===== config.mk =====
export PLATFORM = sky130hd
export DESIGN_NAME = spi_target
export DESIGN_NICKNAME = d
export VERILOG_FILES = /design/src/rtl/spi_pkg.sv /design/src/rtl/spi_pin_sync.sv /design/src/rtl/spi_target.sv
export SDC_FILE = /design/constraint.sdc
export NUM_CORES = 1
export LEC_CHECK = 0
export CAP_MARGIN = 0
export CORE_MARGIN = 2
export CORE_UTILIZATION = 35
export CTS_BUF_LIST = sky130_fd_sc_hd__clkbuf_16
export DETAILED_ROUTE_END_ITERATION = 10
export DONT_BUFFER_PORTS = 1
export GPL_TIMING_DRIVEN = 0
export PLACE_DENSITY_LB_ADDON = 0.25
export SYNTH_ARGS = -nofsm -noshare
export SYNTH_HDL_FRONTEND = slang
export SYNTH_SLANG_ARGS = --single-unit

===== constraint.sdc =====
create_clock -name clk_i -period 4.51 [get_ports clk_i]
set_clock_uncertainty 0.15 [all_clocks]
set_input_delay 0.6765 -clock clk_i [delete_from_list [all_inputs] [get_ports clk_i]]
set_output_delay 0.6765 -clock clk_i [all_outputs]
set_load 0.05 [all_outputs]

===== src/rtl/spi_pkg.sv =====
// spi_pkg: shared types and constants for the SPI target endpoint.
//   state_e        FSM states (IDLE, SHIFT)
//   SPI_BITS       frame width in bits
//   UNDERRUN_FILL  byte sent when the TX buffer is empty at a byte boundary
//   SAMPLE_EDGE    which synchronized SCLK edge samples MOSI
// Build option: SPI_TARGET_MODE0_EN selects mode 0 (CPOL=0, CPHA=0);
// without it the target runs in mode 2 (CPOL=1, CPHA=0).
package spi_pkg;

  typedef enum logic {
    IDLE  = 1'b0,
    SHIFT = 1'b1
  } state_e;

  localparam int SPI_BITS = 8;
  localparam logic [SPI_BITS-1:0] UNDERRUN_FILL = 8'hFF;

  localparam logic EDGE_FALL = 1'b0;
  localparam logic EDGE_RISE = 1'b1;

`ifdef SPI_TARGET_MODE0_EN
  localparam logic SAMPLE_EDGE = EDGE_RISE;
`else
  localparam logic SAMPLE_EDGE = EDGE_FALL;
`endif

endpackage


===== src/rtl/spi_pin_sync.sv =====
// spi_pin_sync: 2-flop synchronizer for an asynchronous pin plus registered
// one-cycle rise/fall pulses.
//   clk_i   system clock
//   rst_i   synchronous active-high reset (clears the edge pulses)
//   pin_i   asynchronous pin
//   sync_o  synchronized level (valid 2 clk after the pin changes)
//   rise_o  one-cycle pulse on the 3rd clk after a rising pin edge
//   fall_o  one-cycle pulse on the 3rd clk after a falling pin edge
module spi_pin_sync (
  input  logic clk_i,
  input  logic rst_i,
  input  logic pin_i,
  output logic sync_o,
  output logic rise_o,
  output logic fall_o
);

  logic meta_q, sync_q, prev_q;
  logic rise_q, fall_q;

  // The synchronizer chain keeps tracking the pin through reset so that a
  // pin already low/high when reset releases does not produce a false edge.
  always_ff @(posedge clk_i) begin
    meta_q <= pin_i;
    sync_q <= meta_q;
    prev_q <= sync_q;
    if (rst_i) begin
      rise_q <= 1'b0;
      fall_q <= 1'b0;
    end else begin
      rise_q <= sync_q & ~prev_q;
      fall_q <= ~sync_q & prev_q;
    end
  end

  assign sync_o = sync_q;
  assign rise_o = rise_q;
  assign fall_o = fall_q;

endmodule


===== src/rtl/spi_target.sv =====
// spi_target: SPI target (slave) endpoint. Deserializes MOSI into bytes and
// serializes bytes from a one-entry TX buffer onto MISO, MSB first, any
// number of bytes per SS-low frame.
//   clk_i           system clock (SCLK phases >= 6 clk each)
//   rst_i           synchronous active-high reset
//   sclk_i, ss_i, mosi_i   asynchronous bus pins (SS active low)
//   miso_o          registered target data
//   miso_oe_o       MISO output enable, high while selected
//   rx_data_o       last complete received byte
//   rx_valid_o      one-cycle pulse, rx_data_o newly updated
//   tx_data_i       next byte to send
//   tx_valid_i      tx_data_i offered
//   tx_ready_o      TX buffer empty; load on tx_valid_i && tx_ready_o
//   tx_underrun_o   one-cycle pulse, UNDERRUN_FILL used for a byte
//   frame_active_o  high in state SHIFT
// Build option: SPI_TARGET_MODE0_EN selects mode 0 (sample on SCLK rise);
// default is mode 2 (sample on SCLK fall).
//
// state | meaning
// IDLE  | not selected, MISO disabled, SCLK edges ignored
// SHIFT | selected, sampling MOSI / shifting MISO
module spi_target
  import spi_pkg::*;
(
  input  logic                clk_i,
  input  logic                rst_i,
  input  logic                sclk_i,
  input  logic                ss_i,
  input  logic                mosi_i,
  output logic                miso_o,
  output logic                miso_oe_o,
  output logic [SPI_BITS-1:0] rx_data_o,
  output logic                rx_valid_o,
  input  logic [SPI_BITS-1:0] tx_data_i,
  input  logic                tx_valid_i,
  output logic                tx_ready_o,
  output logic                tx_underrun_o,
  output logic                frame_active_o
);

  localparam logic [3:0] LAST_CNT = 4'(SPI_BITS);

  logic sclk_rise, sclk_fall, sclk_sync_unused;
  logic ss_rise, ss_fall, ss_sync_unused;
  logic mosi_sync, mosi_rise_unused, mosi_fall_unused;

  spi_pin_sync u_sync_sclk (
    .clk_i  (clk_i),
    .rst_i  (rst_i),
    .pin_i  (sclk_i),
    .sync_o (sclk_sync_unused),
    .rise_o (sclk_rise),
    .fall_o (sclk_fall)
  );

  spi_pin_sync u_sync_ss (
    .clk_i  (clk_i),
    .rst_i  (rst_i),
    .pin_i  (ss_i),
    .sync_o (ss_sync_unused),
    .rise_o (ss_rise),
    .fall_o (ss_fall)
  );

  spi_pin_sync u_sync_mosi (
    .clk_i  (clk_i),
    .rst_i  (rst_i),
    .pin_i  (mosi_i),
    .sync_o (mosi_sync),
    .rise_o (mosi_rise_unused),
    .fall_o (mosi_fall_unused)
  );

  logic sample_pulse, shift_pulse;
  assign sample_pulse = (SAMPLE_EDGE == EDGE_RISE) ? sclk_rise : sclk_fall;
  assign shift_pulse  = (SAMPLE_EDGE == EDGE_RISE) ? sclk_fall : sclk_rise;

  state_e              state_q, state_d;
  logic [3:0]          bit_cnt_q, bit_cnt_d;
  logic [SPI_BITS-1:0] rx_shift_q, rx_shift_d;
  logic [SPI_BITS-1:0] rx_data_q, rx_data_d;
  logic                rx_valid_q, rx_valid_d;
  logic [SPI_BITS-1:0] tx_shift_q, tx_shift_d;
  logic [SPI_BITS-1:0] tx_buf_q, tx_buf_d;
  logic                tx_full_q, tx_full_d;
  logic                underrun_q, underrun_d;
  logic                miso_q, miso_d;

  always_ff @(posedge clk_i) begin
    if (rst_i) begin
      state_q    <= IDLE;
      bit_cnt_q  <= '0;
      rx_shift_q <= '0;
      rx_data_q  <= '0;
      rx_valid_q <= 1'b0;
      tx_shift_q <= '0;
      tx_buf_q   <= '0;
      tx_full_q  <= 1'b0;
      underrun_q <= 1'b0;
      miso_q     <= 1'b1;
    end else begin
      state_q    <= state_d;
      bit_cnt_q  <= bit_cnt_d;
      rx_shift_q <= rx_shift_d;
      rx_data_q  <= rx_data_d;
      rx_valid_q <= rx_valid_d;
      tx_shift_q <= tx_shift_d;
      tx_buf_q   <= tx_buf_d;
      tx_full_q  <= tx_full_d;
      underrun_q <= underrun_d;
      miso_q     <= miso_d;
    end
  end

  always_comb begin
    state_d    = state_q;
    bit_cnt_d  = bit_cnt_q;
    rx_shift_d = rx_shift_q;
    rx_data_d  = rx_data_q;
    rx_valid_d = 1'b0;
    tx_shift_d = tx_shift_q;
    tx_buf_d   = tx_buf_q;
    tx_full_d  = tx_full_q;
    underrun_d = 1'b0;

    case (state_q)
      IDLE: begin
        if (ss_fall) begin
          state_d   = SHIFT;
          bit_cnt_d = '0;
        end
      end
      SHIFT: begin
        // SS edges take priority over any SCLK edge in the same cycle.
        if (ss_rise) begin
          state_d   = IDLE;
          bit_cnt_d = '0;
        end else if (sample_pulse && (bit_cnt_q < LAST_CNT)) begin
          rx_shift_d = {rx_shift_q[SPI_BITS-2:0], mosi_sync};
          bit_cnt_d  = bit_cnt_q + 4'd1;
          // The TX byte is only consumed once the controller clocks bit 0.
          if (bit_cnt_q == 4'd0) begin
            if (tx_full_q) begin
              tx_shift_d = tx_buf_q;
              tx_full_d  = 1'b0;
            end else begin
              tx_shift_d = UNDERRUN_FILL;
              underrun_d = 1'b1;
            end
          end
          if (bit_cnt_q == LAST_CNT - 4'd1) begin
            rx_data_d  = {rx_shift_q[SPI_BITS-2:0], mosi_sync};
            rx_valid_d = 1'b1;
          end
        end else if (shift_pulse) begin
          if (bit_cnt_q == LAST_CNT) begin
            bit_cnt_d = '0;
          end else if (bit_cnt_q != 4'd0) begin
            tx_shift_d = tx_shift_q << 1;
          end
        end
      end
      default: state_d = IDLE;
    endcase

    // A load in the same cycle as a consume refills the buffer.
    if (tx_valid_i && !tx_full_q) begin
      tx_buf_d  = tx_data_i;
      tx_full_d = 1'b1;
    end
  end

  // MISO is registered from next-state values so it moves on the same clk
  // as the counter and shifter rather than one clk later.
  always_comb begin
    miso_d = tx_shift_d[SPI_BITS-1];
    if (bit_cnt_d == 4'd0) begin
      miso_d = tx_full_d ? tx_buf_d[SPI_BITS-1] : UNDERRUN_FILL[SPI_BITS-1];
    end
  end

  assign miso_o         = miso_q;
  assign miso_oe_o      = (state_q == SHIFT);
  assign frame_active_o = (state_q == SHIFT);
  assign rx_data_o      = rx_data_q;
  assign rx_valid_o     = rx_valid_q;
  assign tx_ready_o     = ~tx_full_q;
  assign tx_underrun_o  = underrun_q;

endmodule


# Word-level counts from Yosys, hierarchy flattened
# Index checks and enable logic that the tools add are counted.
op_classes:
  mul: 0
  div_mod_pow: 0
  n_mux: 27
  n_lt_le_gt_ge: 1
  add_sub_neg: 1
  eq_ne: 4
  n_reduce_logical: 13
  bitwise: 13
  shifts: 0
ops:
  columns: ["operator", "n"]
  rows:
  - ["8-bit 2-to-1 mux", 9]
  - ["4-bit 2-to-1 mux", 5]
  - ["1-bit 2-to-1 mux", 11]
  - ["1-bit inverter", 9]
  - ["4-bit zero test", 2]
  - ["4-bit case mux with 2 select lines", 1]
  - ["6-bit AND reduction", 1]
  - ["5-bit OR reduction", 1]
  - ["4-bit by 1-bit adder with 4-bit output (second input constant)", 1]
  - ["1-bit bitwise AND", 4]
  - ["4-bit by 3-bit == test with 1-bit output (second input constant)", 1]
  - ["4-bit == test (second input constant)", 1]
  - ["4-bit < comparator (second input constant)", 1]
  - ["4-bit AND reduction", 1]
  - ["2-bit nonzero test", 2]
  - ["4-bit nonzero test", 1]
  - ["4-bit OR reduction", 1]
  - ["3-bit AND reduction", 1]
  - ["1-bit logical AND", 2]
  - ["2-bit by 1-bit != test with 1-bit output (second input constant)", 1]
  - ["2-bit != test (second input constant)", 1]
  - ["1-bit case mux with 2 select lines", 1]
  - ["1-bit zero test", 1]
word_totals:
  mem_count: 0
  input_bits: 14
  latch_bits: 0
  romBits: 0
  ram_bits: 0
  ff_bits: 52
  elab_cells: 83

# Longest topological paths before layout
# Gate-level depths: netlist of run 1.
logic_depth:
  word_depth: 8
  mapped_depth: 9
  mapped_depth_nobuf: 7

# By module
# Synthesis of run 1 repeated with hierarchy kept, for this count alone.
hier_totals:
  hier_cells: 235
  hier_area_um2: 2067.0
by_module_without_submodules:
  columns: ["module", "n_inst", "area_per_inst_um2", "cells_per_inst"]
  rows:
  - ["spi_target", 1, 1721.7, 214]
  - ["spi_pin_sync", 3, 115.1, 7]

# Worst setup path before layout of run 1
# Ideal clock, no wire load.
synth_path:
  path_type: "reg-to-reg"
  from: "register state_q (netlist: frame_active_o)"
  to: "register rx_data_q[0] (netlist: rx_data_o[0])"
  period_less_slack_ns: 2.047
  slack_ns: 2.463
  setup_ns: 0.128
  stages_incl_launch_ff: 8
  t_arrival_ns: 1.770
  cell_sequence: "dfxtp_1 buf_2 and4bb_2 buf_2 nand3_1 buf_2 mux2i_1 nor2_1"
synth_between:
  elab_chain_cells: 1
synth_lines:
  columns: ["element", "line", "rtl"]
  rows:
  - ["start, declared", "spi_target.sv:78", "state_e state_q, state_d;"]
  - ["start signal, assigned", "spi_target.sv:102", "state_q <= state_d;"]
  - ["4-bit AND reduction (no source line)", null, null]
  - ["end signal, assigned", "spi_target.sv:105", "rx_data_q <= rx_data_d;"]
  - ["end, declared", "spi_target.sv:81", "logic [SPI_BITS-1:0] rx_data_q, rx_data_d;"]
# Every way passes these cells.
# A chain may end at the register's enable or synchronous reset.

# Worst setup path after layout of run 1
layout_path:
  from: "register state_q (netlist: frame_active_o)"
  to: "register rx_data_q[2] (netlist: rx_data_o[2])"
# The elaborated chain is that of the path after synthesis.

==> results of run 1 <==
## how the worst max path moves through the flow
| stage | to | slack, ps | cells after the start |
|---|---|---|---|
| floorplan | rx_data_o[0] | 2460 | 7 |
| global placement | rx_data_o[1] | 2230 | 7 |
| detailed placement | rx_data_o[2] | 2210 | 7 |
| CTS | rx_data_o[2] | 2210 | 7 |
| global route | miso_o | 2070 | 6 |
| finish | rx_data_o[2] | 2220 | 7 |
## sequential cells by signal, indices dropped and copies added, names as in the netlist, 4 cells and up
name and flops:
rx_shift_q 7, tx_shift_q 8, bit_cnt_q 4, tx_buf_q 8, rx_data_o 8
## worst max-delay path, stage by stage, from the launching register on
cell and delay [ps]:
dfxtp_1 670, buf_2 300, and4bb_2 250, buf_2 210, nand3_1 110, buf_2 230, mux2i_1 180, nor2_1 50
## cell families after synthesis
family,Yosys count,share of synthesized area
simple gates,84,0.2049
flops,52,0.5197
mux,9,0.04497
xor+xnor,1,0.004373
fa+ha+maj,2,0.01249
buf+inv,19,0.04372
compound gates,47,0.1699
## layout make-up
class | count | area share
inverter | 5 | 0.008287
tap | 72 | 0.03978
sequential | 52 | 0.4597
multi-input combinational | 143 | 0.3862
buffer | 14 | 0.03039
clock inverter | 3 | 0.02044
clock buffer | 5 | 0.05525
## through the flow
stage / worst slack, ps / instances / cell area (sq um)
2_1_floorplan: 2463 / 214 / 2003
3_3_place_gp: 2233 / 286 / 2093
3_5_place_dp: 2214 / 286 / 2093
4_1_cts: 2208 / 294 / 2265
5_1_grt: 2069 / 294 / 2265
6_report: 2220 / 294 / 2265
## cell usage after synthesis (all sizes together) (2+ instances only)
cell type  instances
clkbuf             8
mux2i              9
a41oi              2
o31ai              2
buf                6
nor2b              2
inv                4
nand2             37
ha                 2
o32ai              2
a211oi             2
nor2              25
a21oi             19
a311oi             6
nand2b             4
nor3b              4
dfxtp             52
o21ai              7
nor3               4
## per-layer routing
metal  track usage  vias to the layer above  wire length, um
li1              -                      753                -
met1        0.1827                      652             2031
met2        0.1697                       28             1516
met3       0.03620                        8              155
met4       0.05345                        0               59
met5             0                        -                0
## power breakdown
part	internal (mW)	leakage (nW)	switching (mW)	total, mW
logic	0.0152	0.319	0.0316	0.0468
registers	0.472	0.425	0.0126	0.485
clock network	0.264	0.0857	0.167	0.432
==> flow_metrics.tcl, run 1 <==
set metrics [dict create \
    critPathRequiredTime_ps 4530 \
    ant_nets 0 \
    slew_headroom 0.6250 \
    postCtsSetupRepairBufs 0 \
    final_cell_mix "52 x dfxtp_1, 37 x nand2_1, 22 x nor2_1" \
    wl_mm 3.762 \
    status "finished, final reports clean" \
    clk_pin_slew_ps 70 \
    gp_congestion 0.8120 \
    fillerInstances 544 \
    cts_hold_buf 0 \
    multi_input_area_sq_um 874.6 \
    ir_worst_vdd_uv 204.6 \
    whs_endpoint "u_sync_sclk.sync_o" \
    layout-drive-gt1-share 0.1171 \
    grt_pass1_wl_mm 6.189 \
    min_period_ps 2290 \
    hold_slack_ps 178.0 \
    synth-main-ff-cell "dfxtp_1" \
    hp-start "u_sync_sclk.meta_q" \
    start_kind "register" \
    drt-wirelength-per-cell_um 12.80 \
    area_growth_pct 13.05 \
    nets 237 \
    start_util 0.3638 \
    die_w_um 79.65 \
    drv_slew 0 \
    cp-end-kind "register" \
    r2r_cells 7 \
    worstSetupPathType "register to register" \
    synth_cell_type_count 44 \
    cp-startpoint "frame_active_o" \
    r2r_start "frame_active_o" \
    synthCells 214 \
    worst_pin_slew_ps 559.0 \
    grt_pass1_vias 1301 \
    cts_buffers 5 \
    yosysSeqAreaShare 0.5197 \
    num_io_pins 28 \
    final.setup.tns_ps 0 \
    post-route-util 0.4113 \
    final_common_cell "dfxtp_1" \
    max_cap_violations 0 \
    critPathMaxFanout 10 \
    ys_top_cells_by_area "dfxtp_1 52%, nand2_1 6.9%, a21oi_1 4.7%, mux2i_1 4.5%, nor2_1 4.1%" \
    viasPerCell 4.901 \
    async_flop_share 0 \
    dr_total_vias 1441 \
    min_period_over_period 0.5077 \
    clock_latency_ps 290 \
    rsz0062_at_grt "false" \
    rr_endpoint "rx_data_o[2]" \
    row_count 27 \
    grt_max_degree 18 \
    yosys_warnings 0 \
    dp_hpwl_mm 2.635 \
    grt_overflow 0 \
    syn-cell-area_sq_um 2003 \
    synth_top_cell_by_area "dfxtp_1" \
    track_usage 0.1252 \
    critPathArrivalTime_ps 2310 \
    min_delay_path_depth 0 \
    fp.coreArea_sq_um 5507 \
    ctsResizeCount 0 \
    syn_avg_cell_area_sq_um 9.361 \
    setup_viol 0 \
    die-area_sq_um 6344 \
    port_buffers 0 \
    cts_max_path_buffers 2 \
    antenna_found_initial 0 \
    diodes 0 \
    ys_ff_latch 52 \
    syn_nets 230 \
    synth_edf_count 0 \
    htree_levels 2 \
    hold_viol 0 \
    root_buffer "clkbuf_16" \
    r2r_slack_ps 2220 \
    regArea_sq_um 1041 \
    clock-sinks 52 \
    clock.fmax_ghz 0.4367 \
    die_h_um 79.65 \
    power.total_uw 963.1 \
    cts_tree "built" \
    min_path_type "register to register" \
    dr.pass1.iters 4 \
    powerDensity_nw_per_um2 425.3 \
    yosysTopAreaCellShare 0.5197 \
    route.detailed.drc 0 \
    p_leak_nw 0.8292 \
    dr.first_iter.drc_count 101 \
]
Note: power is estimated with default switching activity, not from simulation.
==> inputs of run 2 (changes only) <==
- clock period: 4.51 -> 2.3 ns (I/O delays scaled with it)
==> flow_metrics.tcl, run 2 (synthesis gave the netlist of run 1 again) <==
set metrics [dict create \
    dr.first_iter.drc_count 96 \
    wl_mm 3.769 \
    setup_viol 0 \
    clk_pin_slew_ps 70 \
    grt_pass1_wl_mm 6.210 \
    ir_worst_vdd_uv 401.1 \
    die_w_um 79.65 \
    htree_levels 2 \
    cts_buffers 5 \
    status "finished, final reports clean" \
    area_growth_pct 14.62 \
    dr_total_vias 1453 \
    antenna_found_initial 0 \
    post_dp_cell_area_sq_um 2093 \
    final_cell_mix "51 x dfxtp_1, 37 x nand2_1, 22 x nor2_1" \
    grt_max_degree 18 \
    dr.pass1.iters 4 \
    ant_nets 0 \
    layout-drive-gt1-share 0.1200 \
    cts_max_path_buffers 2 \
    grt_overflow 0 \
    final.setup.tns_ps 0 \
    drt-wirelength-per-cell_um 12.69 \
    max_cap_violations 0 \
    clock-sinks 52 \
    powerDensity_nw_per_um2 824.8 \
    postCtsSetupRepairBufs 0 \
    worst_pin_slew_ps 560.2 \
    row_count 27 \
    drv_slew 0 \
    dp_hpwl_mm 2.635 \
    root_buffer "clkbuf_16" \
    start_util 0.3638 \
    port_buffers 0 \
    min_path_type "primary input to register" \
    critPathRequiredTime_ps 2350 \
    die_h_um 79.65 \
    worstSetupPathType "register to register" \
    cp-end-kind "register" \
    die-area_sq_um 6344 \
    min_period_ps 2105 \
    min_period_over_period 0.9154 \
    track_usage 0.1257 \
    cp_slowest_cell "dfxtp_1" \
    final_cell_area_sq_um 2296 \
    route.detailed.drc 0 \
    clock.fmax_ghz 0.4750 \
    grt_pass1_vias 1311 \
    p_leak_nw 0.8422 \
    nets 240 \
    gp_congestion 0.8120 \
    critPathArrivalTime_ps 2160 \
    num_io_pins 28 \
    hold_viol 0 \
    crit_path_cell_trace "inv_1, ha_1, nor2b_2, and2_1, buf_2, o21ba_4, buf_6, nor2_2, a311oi_2" \
    rsz0062_at_grt "false" \
    final_common_cell "dfxtp_1" \
    clock_latency_ps 290 \
    power.total_mw 1.894 \
    cts_tree "built" \
    start_kind "register" \
    critPathMaxFanout 10 \
    fillerInstances 541 \
    fp.coreArea_sq_um 5507 \
    max_stage_delay_ps 340 \
    post-route-util 0.4170 \
    viasPerCell 4.892 \
    diodes 0 \
    slew_headroom 0.6242 \
]
[run 2: stage by stage]
stage | hold WS [ps] | setup slack (ps) | std cells
3_5_place_dp | 162.1 | 4.480 | 286
6_report | 32.18 | 194.6 | 297
4_1_cts | 26.89 | 189.5 | 297
3_3_place_gp | 161.5 | 23.03 | 286
2_1_floorplan | 159.6 | 252.7 | 214
5_1_grt | 26.53 | 52.12 | 297
[run 2: layout make-up]
class | instances | area [sq um] | area share
sequential | 52 | 1042 | 0.4540
inverter | 5 | 18.77 | 0.008174
clock buffer | 5 | 125.1 | 0.05450
tap | 72 | 90.09 | 0.03924
clock inverter | 3 | 46.29 | 0.02016
buffer | 14 | 68.82 | 0.02997
multi-input combinational | 143 | 874.6 | 0.3809
timing repair buffer | 3 | 30.03 | 0.01308
[run 2: per-layer routing]
layer | GRT usage | wire [um] | vias up
met5 | 0 | 0 | -
met4 | 0.05345 | 55 | 0
met3 | 0.03620 | 163 | 8
met2 | 0.1714 | 1531 | 27
met1 | 0.1827 | 2018 | 661
li1 | - | - | 757
[run 2: what timing repair did]
item	in CTS	in global routing
gates resized for setup	1	0
hold endpoints to repair	3	0
hold buffers	3	0
setup endpoints to repair	2	0
[run 2: path summary, 6_finish.rpt]
check | start | to | slack (ps) | depth (start not counted)
max | bit_cnt_q[0] | tx_shift_q[5] | 190 | 9
min | tx_data_i[1] | tx_buf_q[1] | 30 | 2
max reg2reg | bit_cnt_q[0] | tx_shift_q[5] | 190 | 9
min reg2reg | u_sync_sclk.meta_q | u_sync_sclk.sync_o | 180 | 0
[run 2: report_power, final]
group | leakage, nW | internal [mW] | switching, mW
registers | 0.425 | 0.926 | 0.0248
clock network | 0.0857 | 0.519 | 0.329
logic | 0.331 | 0.0332 | 0.0622
total | 0.842 | 1.48 | 0.416
[run 2: worst max-delay path: cells and delay by family (launching register included)]
kind / cells / cell delay (ps)
buffers and inverters: 3 / 440
DFF: 1 / 340
AOI/OAI and AO/OA: 2 / 400
adders and majority gates: 1 / 210
and+or+nand+nor: 3 / 490
